$ cat src/rtl/bitblade_accum.sv
// ---------------------------------------------------------------------------
// bitblade_accum
//   Accumulation stage behind the 4-lane 8-bit Bitblade inner-product unit.
//   Each accepted beat carries one unsigned IN_W-bit partial dot product.
//   A configured number of beats is summed into an ACC_W-bit saturating
//   accumulator. The result is then presented to the CFU response path.
//
// Ports
//   clk, rst_n            clock, asynchronous active-low reset
//   cfg_valid/cfg_ready   start request; cfg_len = number of beats to sum
//   abort                 synchronous cancel, returns to IDLE, drops result
//   in_valid/in_ready     partial-sum stream (in_c)
//   out_valid/out_ready   result handshake (out_acc, out_ovf sticky sat flag)
//   busy                  high while accumulating or holding a result
// ---------------------------------------------------------------------------
module bitblade_accum #(
  parameter int IN_W  = 18,
  parameter int ACC_W = 32,
  parameter int CNT_W = 16
) (
  input  logic             clk,
  input  logic             rst_n,
  input  logic             cfg_valid,
  output logic             cfg_ready,
  input  logic [CNT_W-1:0] cfg_len,
  input  logic             abort,
  input  logic             in_valid,
  output logic             in_ready,
  input  logic [IN_W-1:0]  in_c,
  output logic             out_valid,
  input  logic             out_ready,
  output logic [ACC_W-1:0] out_acc,
  output logic             out_ovf,
  output logic             busy
);

  localparam int SUM_W = ACC_W + 1;

  typedef enum logic [1:0] {
    S_IDLE,
    S_ACC,
    S_HOLD
  } state_t;

  state_t             state;
  logic [ACC_W-1:0]   acc;
  logic [CNT_W-1:0]   remaining;
  logic               ovf;

  logic               cfg_fire;
  logic               in_fire;
  logic               out_fire;
  logic [SUM_W-1:0]   sum;
  logic [ACC_W-1:0]   acc_next;

  // Ready signals depend only on state, out_ready and abort. Gating them
  // with abort makes any handshake in an abort cycle a non-transfer on
  // both sides of the interface.
  assign cfg_ready = !abort && ((state == S_IDLE) ||
                                ((state == S_HOLD) && out_ready));
  assign in_ready  = !abort && (state == S_ACC);

  assign cfg_fire  = cfg_valid && cfg_ready;
  assign in_fire   = in_valid  && in_ready;
  assign out_fire  = out_valid && out_ready;

  // One extra carry bit detects overflow. Once saturated, acc holds its
  // all-ones value, and every later nonzero beat carries out again.
  assign sum      = {1'b0, acc} + SUM_W'(in_c);
  assign acc_next = sum[ACC_W] ? {ACC_W{1'b1}} : sum[ACC_W-1:0];

  // All outputs come straight from flops. They stay stable in HOLD until
  // the consumer takes the result.
  assign out_valid = (state == S_HOLD);
  assign out_acc   = acc;
  assign out_ovf   = ovf;
  assign busy      = (state != S_IDLE);

  // NOTE: sequential state uses non-blocking assignments so every flop
  // samples pre-edge values, independent of statement order.
  always_ff @(posedge clk or negedge rst_n) begin
    if (!rst_n) begin
      state     <= S_IDLE;
      acc       <= '0;
      remaining <= '0;
      ovf       <= 1'b0;
    end else if (abort) begin
      state     <= S_IDLE;
      acc       <= '0;
      remaining <= '0;
      ovf       <= 1'b0;
    end else begin
      case (state)
        S_IDLE: begin
          if (cfg_fire) begin
            acc       <= '0;
            ovf       <= 1'b0;
            remaining <= cfg_len;
            state     <= (cfg_len == '0) ? S_HOLD : S_ACC;
          end
        end
        S_ACC: begin
          if (in_fire) begin
            acc       <= acc_next;
            ovf       <= ovf | sum[ACC_W];
            // remaining is at least 1 here, so it never wraps.
            remaining <= remaining - 1'b1;
            if (remaining == CNT_W'(1)) state <= S_HOLD;
          end
        end
        S_HOLD: begin
          // In HOLD, cfg_fire implies out_ready, so the result is
          // consumed on the same edge that starts the next operation.
          if (cfg_fire) begin
            acc       <= '0;
            ovf       <= 1'b0;
            remaining <= cfg_len;
            state     <= (cfg_len == '0) ? S_HOLD : S_ACC;
          end else if (out_fire) begin
            state <= S_IDLE;
          end
        end
        default: state <= S_IDLE;
      endcase
    end
  end

endmodule

$ cat config.mk
export PLATFORM = sky130hd
export DESIGN_NAME = bitblade_accum
export DESIGN_NICKNAME = d
export VERILOG_FILES = /design/src/rtl/bitblade_accum.sv
export SDC_FILE = /design/constraint.sdc
export NUM_CORES = 1
export LEC_CHECK = 0
export CAP_MARGIN = 20
export CORE_UTILIZATION = 52
export DETAILED_ROUTE_END_ITERATION = 16
export GPL_TIMING_DRIVEN = 0
export HOLD_SLACK_MARGIN = 0.12
export PLACE_DENSITY = 0.86
export SYNTH_ARGS = -nofsm -noshare
export SYNTH_HDL_FRONTEND = slang
export SYNTH_SLANG_ARGS = --single-unit
$ cat constraint.sdc
create_clock -name clk -period 2.9 [get_ports clk]
set_input_delay 0.58 -clock clk [delete_from_list [all_inputs] [get_ports clk]]
set_output_delay 0.58 -clock clk [all_outputs]
set_load 0.1 [all_outputs]
== Word-level counts from Yosys, hierarchy flattened ==
Index checks and enable logic that the tools add are counted.
Word-level totals
  flip-flop bits (word level): 51
  input port bits: 40
  output and inout port bits: 37
  logic and storage cells: 50
Cells by class
  $add $sub $neg: 2
  equality and inequality tests: 8
  muxes and demuxes: 21
  bitwise logic cells: 1
  reduce and logical (&&, ||, !) cells: 14
Operator list (number)
  32-bit 2-to-1 mux: 4
  32-bit one-hot mux with 2 select lines: 1
  16-bit 2-to-1 mux: 3
  32-bit by 18-bit adder with 33-bit output: 1
  16-bit one-hot mux with 2 select lines: 1
  16-bit by 1-bit equality test with 1-bit output, second input constant: 1
  16-bit logical NOT: 1
  16-bit by 1-bit subtractor with 16-bit output, second input constant: 1
  2-bit 2-to-1 mux: 7
  3-bit != test, second input constant: 2
  2-bit one-hot mux with 3 select lines: 1
  1-bit logical AND: 5
  4-bit by 2-bit != test with 1-bit output, second input constant: 1
  4-bit AND reduction: 1
  1-bit 2-to-1 mux: 3
  3-bit by 1-bit != test with 1-bit output, second input constant: 1
  3-bit by 2-bit != test with 1-bit output, second input constant: 1
  3-bit AND reduction: 1
  3-bit nonzero test: 1
  2-bit by 1-bit equality test with 1-bit output, second input constant: 1
  2-bit equality test, second input constant: 1
  2-bit logical NOT: 1
  1-bit one-hot mux with 2 select lines: 1
  2-bit nonzero test: 1
  other kinds (4): 4

== Logic depth before layout (Yosys ltp) ==
  depth after elaboration: 8
  mapped depth: 11
  depth with buffers taken out: 10

== Least setup slack after synthesis ==
No wires, ideal clock.
  path type: register to register
  from: register acc[0], in the netlist out_acc[0]
  to: register acc[10], in the netlist out_acc[10]
  arrival time: 3085 ps
  slack: -311 ps
  stages on the path, launching flop included: 11
  path buffers: 1
  clock period less this slack: 3211 ps
  cells stage by stage: dfrtp_1 > ha_1 > fa_1 > a21oi_1 > o22ai_2 > o31ai_4 > o21ai_2 > a31o_1 > and4_1 > buf_2 > a221o_1
Between the ends
  longest elaborated chain between the ends: 5
Ends and longest elaborated chain
  start, declared: line 46  | logic [ACC_W-1:0] acc;
  start signal, assigned: line 104  | acc <= acc_next;
  32-bit by 18-bit adder with 33-bit output: line 69  | assign sum = {1'b0, acc} + SUM_W'(in_c);
  32-bit 2-to-1 mux: line 70  | assign acc_next = sum[ACC_W] ? {ACC_W{1'b1}} : sum[ACC_W-1:0];
  32-bit 2-to-1 mux: line 103  | if (in_fire) begin
  32-bit one-hot mux with 2 select lines: line 93  | case (state)
  32-bit 2-to-1 mux: line 87  | end else if (abort) begin
Every way passes these cells. The select of a mux whose other input is x is not followed.
A chain may end at the register's enable or synchronous reset.

== Worst setup path in the final report ==
  from: input port in_c[9]
  to: register acc[30], in the netlist out_acc[30]
Between the ends
  longest elaborated chain between the ends: 5
Ends and longest elaborated chain
  start, declared: line 29  | input logic [IN_W-1:0] in_c,
  32-bit by 18-bit adder with 33-bit output: line 69
  32-bit 2-to-1 mux: line 70
  32-bit 2-to-1 mux: line 103
  32-bit one-hot mux with 2 select lines: line 93
  32-bit 2-to-1 mux: line 87
Every way passes these cells. The select of a mux whose other input is x is not followed.

==> impl_metrics.json <==
{
  "grt_pass1_wl_mm": 17.4,
  "yosys.area.top_type": "dfrtp_1",
  "layout_min_cycle_time_ns": 2.86,
  "grt_usage": 0.292,
  "maxSlewHeadroom": 0.343,
  "die_x_um": 86.9,
  "antenna_found_initial": 0,
  "tritoncts": "built",
  "synth_edf_count": 0,
  "worstReg2RegStart": "out_acc[0]",
  "cts-htree-levels": 2,
  "holdCritPathClass": "input pin to async pin",
  "cts_made_buffers": 5,
  "status": "finished clean",
  "drcViolationCount": 0,
  "yosys-mux-area-fraction": 0.0297,
  "drv.max_cap_violation_count": 0,
  "post-place-ws_ns": -0.753,
  "vias_in_the_first_global_route": 3703,
  "num_io_pins": 77,
  "postSynth.asyncResetShare": 1.00,
  "antenna_violating_nets_left": 0,
  "worst_slack_ns": 0.0353,
  "die_height_um": 86.9,
  "wl_mm": 11.1,
  "clkSlewWorstSetupHoldPaths_ns": 0.10,
  "final-max-slew-violation-count": 0,
  "setup.worst_path.start_class": "input pin",
  "crit_path_start": "in_c[9]",
  "synth.net_count": 500,
  "syn-instance-count": 439,
  "die_area_sq_um": 7550,
  "ys_dominant_reg_cell": "dfrtp_1",
  "synth.avg_cell_area_sq_um": 8.54,
  "drtPass1Iterations": 5,
  "clock-sinks": 51,
  "start_to_end_type_of_the_worst_setup_path": "input pin to flip-flop",
  "finalClockSkew_ns": 0.0101,
  "netlist.area_leader.share": 0.340,
  "core.rowCount": 30,
  "synth_compound_gate_area_share": 0.278,
  "initialDrtViolationCount": 259,
  "rr_worst_depth": 12,
  "synth.cell_area_sq_um": 3750,
  "numPortBuffers": 76,
  "combinational_family_with_the_most_area_after_synthesis": "compound AO/OA/AOI/OAI gates",
  "synth.lib_cells_used.distinct": 68,
  "initial_utilization": 0.546,
  "achievable-frequency_ghz": 0.349,
  "cellPowerDensity_nw_per_um2": 431,
  "grt_overflow_total": 0,
  "peakVddDrop_mv": 0.314,
  "arrival_ns": 3.09,
  "insertion_delay_ns": 0.31,
  "antenna-diode-count": 0,
  "route.detailed.wl_per_inst_um": 17.6,
  "ys_top_cells_by_area": "dfrtp_1 34%, ha_1 6.7%, a221o_1 5.1%",
  "crit_end": "out_acc[30]",
  "ctsRootBufferMaster": "clkbuf_8",
  "critPathMaxFanout": 6,
  "hpwl_mm": 7.96,
  "fin_nets": 593,
  "cts.path.max_buffers": 2,
  "yosys.area_share.adder": 0.0721,
  "hold_violations_final": 0,
  "critPathRequiredTime_ns": 3.13,
  "vias_per_cell": 6.33,
  "cts.hold.buffers_added": 0,
  "yosys.cell_count.top_type": "dfrtp_1",
  "yosys_register_bits": 51,
  "synth_xor_xnor_area_share": 0.0374,
  "core_area_sq_um": 6870,
  "transition_at_the_pin_with_the_smallest_max_transition_slack_ns": 0.982,
  "syn2layout_area_growth_pct": 31.3,
  "route.vias.total": 3980,
  "final_min_period_over_clock_period": 0.988,
  "yosys_warnings": 0,
  "reg2reg_setup_slack_ns": 0.12,
  "synth_simple_gate_area_frac": 0.203,
  "routabilityCongestion": 0.924,
  "finalSetupViolations": 0,
  "rr_endpoint": "out_acc[23]",
  "seq_area_frac_synth": 0.340,
  "synth.top_cells.by_count": "51 x dfrtp_1, 48 x nand2_1, 39 x nor2_1",
  "drive_gt1_frac": 0.135,
  "grt_max_degree": 39,
  "critPathCaptureType": "flip-flop",
  "setup_tns_ns": 0,
  "total_leakage_power_nw": 2.11
}
## how the worst min path moves through the flow
stage	to	slack [ns]	depth (start not counted)
3_3_place_gp	remaining[11]	0.49	2
3_5_place_dp	out_acc[6]	0.51	1
5_1_grt	out_acc[6]	0.18	1
4_1_cts	out_acc[6]	0.17	1
2_1_floorplan	out_acc[10]	0.28	0
6_report	out_acc[6]	0.16	1
## cell families after synthesis
| kind of cell | count (synthesis) |
|---|---|
| compound gates | 150 |
| xor+xnor | 16 |
| fa+ha+maj | 21 |
| buf+inv | 36 |
| flops | 51 |
| mux | 10 |
| simple gates | 155 |
## worst max-delay path, cell delays in order
cell and delay, ns:
clkdlybuf4s50_1 0.46, ha_4 0.33, o21ai_0 0.12, a32oi_2 0.24, o31ai_4 0.12, o21ai_2 0.15, a31o_1 0.25, buf_4 0.14
buf_6 0.10, nand4_1 0.28, buf_4 0.25, o211ai_1 0.08
## flip-flops by register name (all words and copies together), names as in the netlist
name and cells:
remaining 16, out_ovf 1, state 2, out_acc 32
## where the power goes
group | internal [mW] | leakage, nW | switching (mW)
Sequential | 0.770 | 0.682 | 0.0767
Combinational | 0.312 | 1.39 | 0.548
Clock | 0.173 | 0.0395 | 0.242
## metrics by stage
step	utilization	hold slack (ns)	power [mW]	instances	instance area, sq um
after detailed placement	0.679	0.509	1.68	612	4660
final	0.717	0.158	2.12	629	4920
after CTS	0.696	0.171	2.09	622	4780
after floorplan	-	0.284	1.43	439	3770
after global placement	0.677	0.493	1.65	611	4650
after global routing	0.717	0.185	2.23	629	4920
## area by class of cell
type	count	area (sq um)
Clock buffer	8	80.1
Tap cell	96	120
Inverter	15	56.3
Multi-Input combinational cell	352	2440
Fill cell	539	1950
Timing Repair Buffer	86	841
Buffer	21	97.6
Sequential cell	51	1290
## placed cells by master, fill, tap and decap left out, types with 7 or more instances in the layout
master | Yosys | routed
a21o_1 | 7 | 7
a21oi_1 | 37 | 33
a221o_1 | 19 | 19
a31oi_1 | 9 | 9
buf_2 | 3 | 7
buf_4 | 0 | 10
clkbuf_1 | 15 | 16
clkdlybuf4s50_1 | 0 | 69
dfrtp_1 | 51 | 44
ha_1 | 20 | 15
inv_1 | 15 | 15
nand2_1 | 48 | 48
nand4_1 | 11 | 11
nor2_1 | 39 | 39
nor3_1 | 12 | 11
nor4_1 | 8 | 8
o21ai_0 | 36 | 36
xnor2_1 | 9 | 9
xor2_1 | 7 | 7
## metal layers
| metal | vias up | GRT usage | part of all wire |
|---|---|---|---|
| met2 | 196 | 0.476 | 0.48 |
| li1 | 1833 | - | - |
| met5 | - | 0 | 0 |
| met4 | 0 | 0.0833 | 0.015 |
| met1 | 1928 | 0.407 | 0.45 |
| met3 | 23 | 0.0398 | 0.063 |
## what timing repair did
item | in CTS | in global routing
gates cloned | 0 | 1
resized for setup | 20 | 24
endpoints found under the setup margin | 37 | 44
pin swaps | 3 | 4
setup buffers | 2 | 6
Power figures use the tool's default switching activity.
